===== src/rtl/vram_arbiter_if.sv =====
// vram_arbiter_if: video/CPU/RAM signal bundle around the VRAM arbiter
// Ports (signals): ce slot strobe; vid_* ULA fetch port; cpu_* CPU port; mem_* VRAM macro port.
// Modports: slave = arbiter side, master = clients and RAM side.
interface vram_arbiter_if #(
    parameter int AW = 15,
    parameter int DW = 8
);
    logic          ce;
    logic          vid_req;
    logic [AW-1:0] vid_addr;
    logic          vid_valid;
    logic [DW-1:0] vid_data;
    logic          vid_miss;
    logic          cpu_req;
    logic          cpu_we;
    logic [AW-1:0] cpu_addr;
    logic [DW-1:0] cpu_din;
    logic          cpu_ack;
    logic [DW-1:0] cpu_dout;
    logic          cpu_wait;
    logic [AW-1:0] mem_addr;
    logic          mem_we;
    logic [DW-1:0] mem_din;
    logic [DW-1:0] mem_dout;
    modport slave (
        input  ce, vid_req, vid_addr, cpu_req, cpu_we, cpu_addr, cpu_din, mem_dout,
        output vid_valid, vid_data, vid_miss, cpu_ack, cpu_dout, cpu_wait, mem_addr, mem_we, mem_din
    );
    modport master (
        output ce, vid_req, vid_addr, cpu_req, cpu_we, cpu_addr, cpu_din, mem_dout,
        input  vid_valid, vid_data, vid_miss, cpu_ack, cpu_dout, cpu_wait, mem_addr, mem_we, mem_din
    );
endinterface


===== src/rtl/vram_arbiter.sv =====
// vram_arbiter: shares single-port VRAM between ULA fetch (priority) and CPU, with starvation forcing
// Ports: clk_sys master clock; reset async active-high; bus (vram_arbiter_if.slave) carries
//   ce slot strobe, vid_req/vid_addr -> vid_valid/vid_data/vid_miss,
//   cpu_req/cpu_we/cpu_addr/cpu_din -> cpu_ack/cpu_dout/cpu_wait,
//   mem_addr/mem_we/mem_din -> RAM, mem_dout <- RAM (RD_LAT cycles after issue edge).
// Option: define VRAM_ARB_WRBUF_EN for a one-entry posted write buffer with read forwarding.
module vram_arbiter #(
    parameter int AW         = 15,
    parameter int DW         = 8,
    parameter int RD_LAT     = 1,
    parameter int MAX_STARVE = 4
) (
    input logic           clk_sys,
    input logic           reset,
    vram_arbiter_if.slave bus
);
    localparam int SW = $clog2(MAX_STARVE + 2);
    localparam logic [SW-1:0] STARVE_MAX = SW'(MAX_STARVE);
    logic [RD_LAT-1:0] pipe_v, pipe_cpu;
    logic [SW-1:0]     starve;
    logic              busy, done;
    logic              cpu_ok, c_req, c_we, pend, ack_now;
    logic              force_cpu, win_cpu, win_vid, out_v, out_cpu;
    logic [AW-1:0]     c_addr;
    logic [DW-1:0]     c_din;
    // A request is eligible until granted (busy) or acknowledged (done stays set while req is held).
    assign cpu_ok = bus.cpu_req & ~busy & ~done & ~bus.cpu_ack;
`ifdef VRAM_ARB_WRBUF_EN
    logic          wb_valid, wr_post, rd_hit;
    logic [AW-1:0] wb_addr;
    logic [DW-1:0] wb_data;
    assign wr_post = cpu_ok & bus.cpu_we & ~wb_valid;
    assign rd_hit  = cpu_ok & ~bus.cpu_we & wb_valid & (bus.cpu_addr == wb_addr);
    // A pending buffer drains before any CPU read takes the slot.
    assign c_req   = wb_valid | (cpu_ok & ~bus.cpu_we & ~rd_hit);
    assign c_we    = wb_valid;
    assign c_addr  = wb_valid ? wb_addr : bus.cpu_addr;
    assign c_din   = wb_data;
    assign pend    = bus.cpu_req | wb_valid;
    assign ack_now = wr_post | rd_hit;
    always_ff @(posedge clk_sys or posedge reset)
        if (reset) begin
            wb_valid <= 1'b0;
            wb_addr  <= '0;
            wb_data  <= '0;
        end else if (wr_post) begin
            wb_valid <= 1'b1;
            wb_addr  <= bus.cpu_addr;
            wb_data  <= bus.cpu_din;
        end else if (win_cpu && wb_valid) begin
            wb_valid <= 1'b0;
        end
`else
    assign c_req   = cpu_ok;
    assign c_we    = bus.cpu_we;
    assign c_addr  = bus.cpu_addr;
    assign c_din   = bus.cpu_din;
    assign pend    = bus.cpu_req;
    assign ack_now = win_cpu & c_we;
`endif
    assign force_cpu    = (MAX_STARVE != 0) && (starve == STARVE_MAX) && c_req;
    assign win_cpu      = bus.ce & c_req & (force_cpu | ~bus.vid_req);
    assign win_vid      = bus.ce & bus.vid_req & ~win_cpu;
    assign out_v        = pipe_v[RD_LAT-1];
    assign out_cpu      = pipe_cpu[RD_LAT-1];
    assign bus.cpu_wait = bus.cpu_req & ~bus.cpu_ack & ~done;
    always_ff @(posedge clk_sys or posedge reset)
        if (reset) begin
            pipe_v        <= '0;
            pipe_cpu      <= '0;
            starve        <= '0;
            busy          <= 1'b0;
            done          <= 1'b0;
            bus.mem_addr  <= '0;
            bus.mem_we    <= 1'b0;
            bus.mem_din   <= '0;
            bus.vid_valid <= 1'b0;
            bus.vid_data  <= '0;
            bus.vid_miss  <= 1'b0;
            bus.cpu_ack   <= 1'b0;
            bus.cpu_dout  <= '0;
        end else begin
            pipe_v   <= (pipe_v << 1) | RD_LAT'(win_vid | (win_cpu & ~c_we));
            pipe_cpu <= (pipe_cpu << 1) | RD_LAT'(win_cpu & ~c_we);
            bus.mem_we   <= win_cpu & c_we;
            bus.vid_miss <= force_cpu & bus.ce & bus.vid_req;
            if (win_cpu) begin
                bus.mem_addr <= c_addr;
                bus.mem_din  <= c_din;
            end else if (win_vid) begin
                bus.mem_addr <= bus.vid_addr;
            end
            bus.vid_valid <= out_v & ~out_cpu;
            if (out_v && !out_cpu) bus.vid_data <= bus.mem_dout;
            bus.cpu_ack <= (out_v & out_cpu) | ack_now;
            if (out_v && out_cpu) bus.cpu_dout <= bus.mem_dout;
`ifdef VRAM_ARB_WRBUF_EN
            else if (rd_hit) bus.cpu_dout <= wb_data;
`endif
            // Only one CPU read may be outstanding; it clears when its data leaves the pipeline.
            if (win_cpu && !c_we) busy <= 1'b1;
            else if (out_v && out_cpu) busy <= 1'b0;
            done <= bus.cpu_req & (done | bus.cpu_ack);
            if (win_cpu || !pend) starve <= '0;
            else if (bus.ce && c_req && starve != STARVE_MAX) starve <= starve + 1'b1;
        end
endmodule

===== src/flat_wrapper.sv =====
// flat-port wrapper written by rule: the top's interface ports become plain ports
module vram_arbiter_flat 
#(
    parameter int AW         = 15,
    parameter int DW         = 8,
    parameter int RD_LAT     = 1,
    parameter int MAX_STARVE = 4
)
  (clk_sys, reset, bus_ce, bus_vid_req, bus_vid_addr, bus_cpu_req, bus_cpu_we, bus_cpu_addr, bus_cpu_din, bus_mem_dout, bus_vid_valid, bus_vid_data, bus_vid_miss, bus_cpu_ack, bus_cpu_dout, bus_cpu_wait, bus_mem_addr, bus_mem_we, bus_mem_din);
  vram_arbiter_if #(.AW(AW), .DW(DW)) bus_i ();
  input logic clk_sys;
  input logic reset;
  input wire logic [$bits(bus_i.ce)-1:0] bus_ce;
  input wire logic [$bits(bus_i.vid_req)-1:0] bus_vid_req;
  input wire logic [$bits(bus_i.vid_addr)-1:0] bus_vid_addr;
  input wire logic [$bits(bus_i.cpu_req)-1:0] bus_cpu_req;
  input wire logic [$bits(bus_i.cpu_we)-1:0] bus_cpu_we;
  input wire logic [$bits(bus_i.cpu_addr)-1:0] bus_cpu_addr;
  input wire logic [$bits(bus_i.cpu_din)-1:0] bus_cpu_din;
  input wire logic [$bits(bus_i.mem_dout)-1:0] bus_mem_dout;
  output wire logic [$bits(bus_i.vid_valid)-1:0] bus_vid_valid;
  output wire logic [$bits(bus_i.vid_data)-1:0] bus_vid_data;
  output wire logic [$bits(bus_i.vid_miss)-1:0] bus_vid_miss;
  output wire logic [$bits(bus_i.cpu_ack)-1:0] bus_cpu_ack;
  output wire logic [$bits(bus_i.cpu_dout)-1:0] bus_cpu_dout;
  output wire logic [$bits(bus_i.cpu_wait)-1:0] bus_cpu_wait;
  output wire logic [$bits(bus_i.mem_addr)-1:0] bus_mem_addr;
  output wire logic [$bits(bus_i.mem_we)-1:0] bus_mem_we;
  output wire logic [$bits(bus_i.mem_din)-1:0] bus_mem_din;
  assign bus_i.ce = bus_ce;
  assign bus_i.vid_req = bus_vid_req;
  assign bus_i.vid_addr = bus_vid_addr;
  assign bus_i.cpu_req = bus_cpu_req;
  assign bus_i.cpu_we = bus_cpu_we;
  assign bus_i.cpu_addr = bus_cpu_addr;
  assign bus_i.cpu_din = bus_cpu_din;
  assign bus_i.mem_dout = bus_mem_dout;
  assign bus_vid_valid = bus_i.vid_valid;
  assign bus_vid_data = bus_i.vid_data;
  assign bus_vid_miss = bus_i.vid_miss;
  assign bus_cpu_ack = bus_i.cpu_ack;
  assign bus_cpu_dout = bus_i.cpu_dout;
  assign bus_cpu_wait = bus_i.cpu_wait;
  assign bus_mem_addr = bus_i.mem_addr;
  assign bus_mem_we = bus_i.mem_we;
  assign bus_mem_din = bus_i.mem_din;
  vram_arbiter #(.AW(AW), .DW(DW), .RD_LAT(RD_LAT), .MAX_STARVE(MAX_STARVE)) u_core (.clk_sys(clk_sys), .reset(reset), .bus(bus_i));
endmodule

===== config.mk =====
export PLATFORM = sky130hd
export DESIGN_NAME = vram_arbiter_flat
export DESIGN_NICKNAME = d
export VERILOG_FILES = /design/src/rtl/vram_arbiter_if.sv /design/src/rtl/vram_arbiter.sv /design/src/flat_wrapper.sv
export SDC_FILE = /design/constraint.sdc
export NUM_CORES = 1
export LEC_CHECK = 0
export ABC_AREA = 0
export CAP_MARGIN = 10
export CELL_PAD_IN_SITES_DETAIL_PLACEMENT = 0
export CELL_PAD_IN_SITES_GLOBAL_PLACEMENT = 2
export CORE_ASPECT_RATIO = 2
export CORE_UTILIZATION = 26
export DETAILED_ROUTE_END_ITERATION = 6
export PLACE_DENSITY_LB_ADDON = 0.3
export SLEW_MARGIN = 20
export SYNTH_ARGS = -nofsm -noshare
export SYNTH_HDL_FRONTEND = slang
export SYNTH_SLANG_ARGS = --single-unit

===== constraint.sdc =====
create_clock -name clk_sys -period 2.2 [get_ports clk_sys]
set_input_delay 0.44 -clock clk_sys [delete_from_list [all_inputs] [get_ports clk_sys]]
set_output_delay 0.44 -clock clk_sys [all_outputs]
set_load 0.03 [all_outputs]

==> results.rst <==
.. list-table::
   :header-rows: 1

   * - Metric
     - Value
   * - Number of DRC violations after detailed routing
     - 0
   * - HPWL Detailed
     - about 4.5 mm
   * - Number of vias in the routed layout
     - 1,696
   * - Data required time at the worst endpoint
     - around 2.4 ns
   * - Buffering stage count on the worst path with inverters included
     - 2
   * - Post-synthesis to final-layout area growth
     - 61.9%
   * - Routability congestion estimate from global placement
     - ~0.80
   * - Number of placed cells counting well taps
     - around 350
   * - Capturing element type of the critical path
     - register
   * - Unique masters post-synth
     - 28
   * - Post-route non-filler standard cell count
     - 357
   * - Count of cells resized by post-cts repair
     - 0
   * - Hold Buf Count CTS
     - 0
   * - Total length of routed wires
     - 5.99 mm
   * - Yosys synthesis warning count
     - 0
   * - Worst hold-check path type
     - in -> async
   * - Max Cap Viol
     - 0
   * - Global-route track usage on met3
     - 0.0519
   * - Share of the synthesized area in the top cell type
     - 0.591
   * - Clock Skews
     - between 0.002 and 0.003 ns
   * - Cell at the slowest stage of the critical path
     - clkdlybuf4s50_1
   * - Post-CTS setup buffer count
     - 0
   * - Number of antenna diodes
     - 0
   * - Busiest grt layer
     - met2
   * - Clk_lat worst skew
     - around 0.29 ns
   * - Average vias per placed instance
     - 4.75
   * - Part of the power in combinational logic
     - 0.248
   * - Post-layout minimum cycle time
     - ~2.1 ns
   * - Run status
     - complete, no violations
   * - Ranking of synthesized cells by area
     - dfrtp_1 59%, mux2_2 10%, o221a_2 8.0%, or4_1 5.3%, mux2_4 3.5%
   * - Floorplan die width
     - 65.8 microns
   * - Final Hold Viols
     - 0
   * - Maximum vdd ir drop
     - ~520 uV
   * - Share of total power in the clock network
     - 0.340
   * - Critical path arrival
     - roughly 2.3 ns
   * - Violation count after the first detailed-route iteration
     - 63
   * - TritonCTS clock tree
     - yes
   * - Ports placed on the boundary
     - 96
   * - Starting density of the core
     - 0.269
   * - Via count of the first global-routing pass
     - 1,853
   * - Design internal power
     - about 1.9 mW
   * - Period utilization
     - 0.955
   * - Sw Share
     - 0.269
   * - Largest fanout on the critical path
     - 5
   * - Final Cell Area
     - approximately 3400 sq um
   * - Sequential share of the synthesized area
     - 0.591
   * - Die height
     - about 130 microns
   * - Seq cells post-synth
     - 50
   * - Number of H-tree branching levels
     - 2
   * - Die footprint
     - between 8000 and 9000 sq um
   * - Largest incremental delay on the critical path
     - approximately 0.5 ns
   * - Average instance area after synthesis
     - ~14 sq um
   * - Total global routing overflow
     - 0
   * - All-Layer GR Usage
     - 0.150
   * - Share of final-layout standard cells stronger than drive strength 1
     - 0.241
   * - Leakage
     - between 1 and 1.5 nW
   * - Finished Core Util
     - 0.435
   * - Overall power after layout
     - around 2.6 mW
   * - Clock Pin Slew Worst Setup and Hold Paths
     - about 0.06 ns
   * - Row count
     - 46
   * - Final setup vio count
     - 0
   * - Most common library cell in the layout ignoring fill and taps
     - clkdlybuf4s50_1
   * - Seq pwr share
     - 0.413
   * - Number of antenna violations at the first check in global routing
     - 0
   * - Sequence of cells on the critical path
     - clkdlybuf4s50_1 -> or4b_4 -> or3_1 -> buf_4 -> mux2_4
   * - Largest net degree at the start of global routing
     - 30
   * - P_sw
     - approximately 700 uW
   * - Post-Syn Area
     - between 2000 and 2500 sq um
   * - Wire length of the first global-routing pass
     - a little over 9 mm
   * - Net count after synthesis
     - roughly 210
   * - Final slew viol count
     - 0
   * - Buffer cell driving the clock tree root
     - clkbuf_16
   * - Met1 usage
     - 0.137
   * - Port Buffers
     - 95
   * - Synth Instances
     - between 150 and 200
   * - Transition time of the tightest slew-check pin
     - around 0.44 ns
   * - Detail Route Antenna Nets
     - 0
   * - Path type of the worst setup path
     - in -> reg
   * - RSZ-0062 raised after global routing
     - false
   * - Cell taking the most area after synthesis
     - dfrtp_1
   * - Dpl cell area
     - about 3300 sq um
   * - Cell family with most CP delay
     - simple AND/OR/NAND/NOR gates
   * - Total Nets Final
     - 314
   * - Core ar.
     - roughly 8000 sq um
   * - Slew Limit Headroom
     - 0.706
   * - FMAX
     - 476 MHz
   * - Wire per inst
     - between 15 and 20 microns
   * - Number of buffers between clock root and the deepest sink
     - 2
   * - Num CTS Buffers
     - 5
   * - Power per standard cell area
     - 747 nW/um^2
   * - Met2 Track Usage GR
     - 0.283
   * - Total number of clock tree sinks
     - 50
   * - Top library cells by usage in the layout, fill and taps aside
     - 94 x clkdlybuf4s50_1, 50 x dfrtp_1, 19 x mux2_2
   * - First-pass iteration count of the detailed router
     - 4
   * - Kind of start point of the critical path
     - primary input
-- synthesized netlist by cell type, drive strengths merged --
| cell type | instances |
|---|---|
| a21boi | 1 |
| o22ai | 1 |
| or4 | 15 |
| ha | 2 |
| clkbuf | 4 |
| o21a | 2 |
| o221a | 15 |
| nand3 | 1 |
| or4b | 1 |
| or3 | 1 |
| o21ai | 4 |
| nor3 | 1 |
| mux2 | 24 |
| inv | 6 |
| o211ai | 1 |
| nand4 | 2 |
| nor4b | 1 |
| nand2 | 5 |
| nand4b | 1 |
| buf | 5 |
| nor2 | 6 |
| nor2b | 1 |
| a211oi | 1 |
| a21oi | 2 |
| dfrtp | 50 |
-- path summary, 6_finish.rpt --
path | startpoint | slack (ns) | to | cells past startpoint
worst max-delay path | bus_cpu_req | 0.1 | u_core.bus.mem_din[0] | 5
worst min-delay path | reset | 0.42 | u_core.bus.mem_din[5] | 2
worst max register to register | u_core.bus.cpu_ack | 0.25 | u_core.bus.mem_din[0] | 4
worst min register to register | u_core.bus.cpu_dout[1] | 0.50 | u_core.bus.cpu_dout[1] | 1
max in group asynchronous | reset | 1.33 | u_core.bus.cpu_dout[6] | 3
min in group clk_sys | u_core.bus.cpu_dout[1] | 0.50 | u_core.bus.cpu_dout[1] | 1
-- metal layers --
metal	part of all wire	vias up
met3	0.070	10
met4	0.029	0
met2	0.55	66
li1	-	788
met1	0.35	832
met5	0	-
-- metrics by stage --
step	setup slack (ns)	TNS (ns)	hold slack (ns)
2_1_floorplan	0.0884	0	0.474
3_3_place_gp	-0.207	-4.24	0.487
3_5_place_dp	-0.215	-4.14	0.495
4_1_cts	0.0870	0	0.419
5_1_grt	0.0416	0	0.446
6_report	0.0998	0	0.416
-- worst reg2reg max path, stage by stage (launching register included) --
cell and delay [ns]:
dfrtp_1 0.42, or4b_4 0.55, or3_1 0.39, buf_4 0.19
mux2_4 0.30
-- sequential cells by signal, summed over array words and instances, names as in the netlist --
name                  count
u_core.bus.cpu_ack        1
u_core.bus.vid_valid      1
u_core.starve             3
u_core.out_v              1
u_core.busy               1
u_core.bus.mem_din        8
u_core.done               1
u_core.bus.mem_addr      15
u_core.bus.vid_miss       1
u_core.out_cpu            1
u_core.bus.vid_data       8
u_core.bus.mem_we         1
u_core.bus.cpu_dout       8
-- power groups by stage --
stage	Clock, mW	Combinational, mW	Sequential [mW]
floorplan	0	0.135	1.24
global placement	0	0.639	1.07
detailed placement	0	0.642	1.07
CTS	0.908	0.643	1.06
global route	0.937	0.673	1.07
finish	0.870	0.634	1.06
-- cell families (layout without fill, tap and decap cells) --
kind of cell / Yosys count / count (layout) / share of synthesized area
DFF: 50 / 50 / 0.591
adders and majority gates: 2 / 2 / 0.0118
muxes: 24 / 24 / 0.136
and+or+nand+nor: 35 / 35 / 0.104
AOI/OAI and AO/OA: 27 / 27 / 0.117
buffers and inverters: 15 / 123 / 0.0402
-- final cells by class --
class | count | area (sq um)
repair buffers | 109 | 1090
inverters | 6 | 22.5
fillers | 783 | 4460
multi-input cells | 88 | 782
clock buffers | 7 | 133
well taps | 96 | 120
flip-flops and latches | 50 | 1250
clock inverters | 1 | 30.0
(Power assumes the default switching activity.)
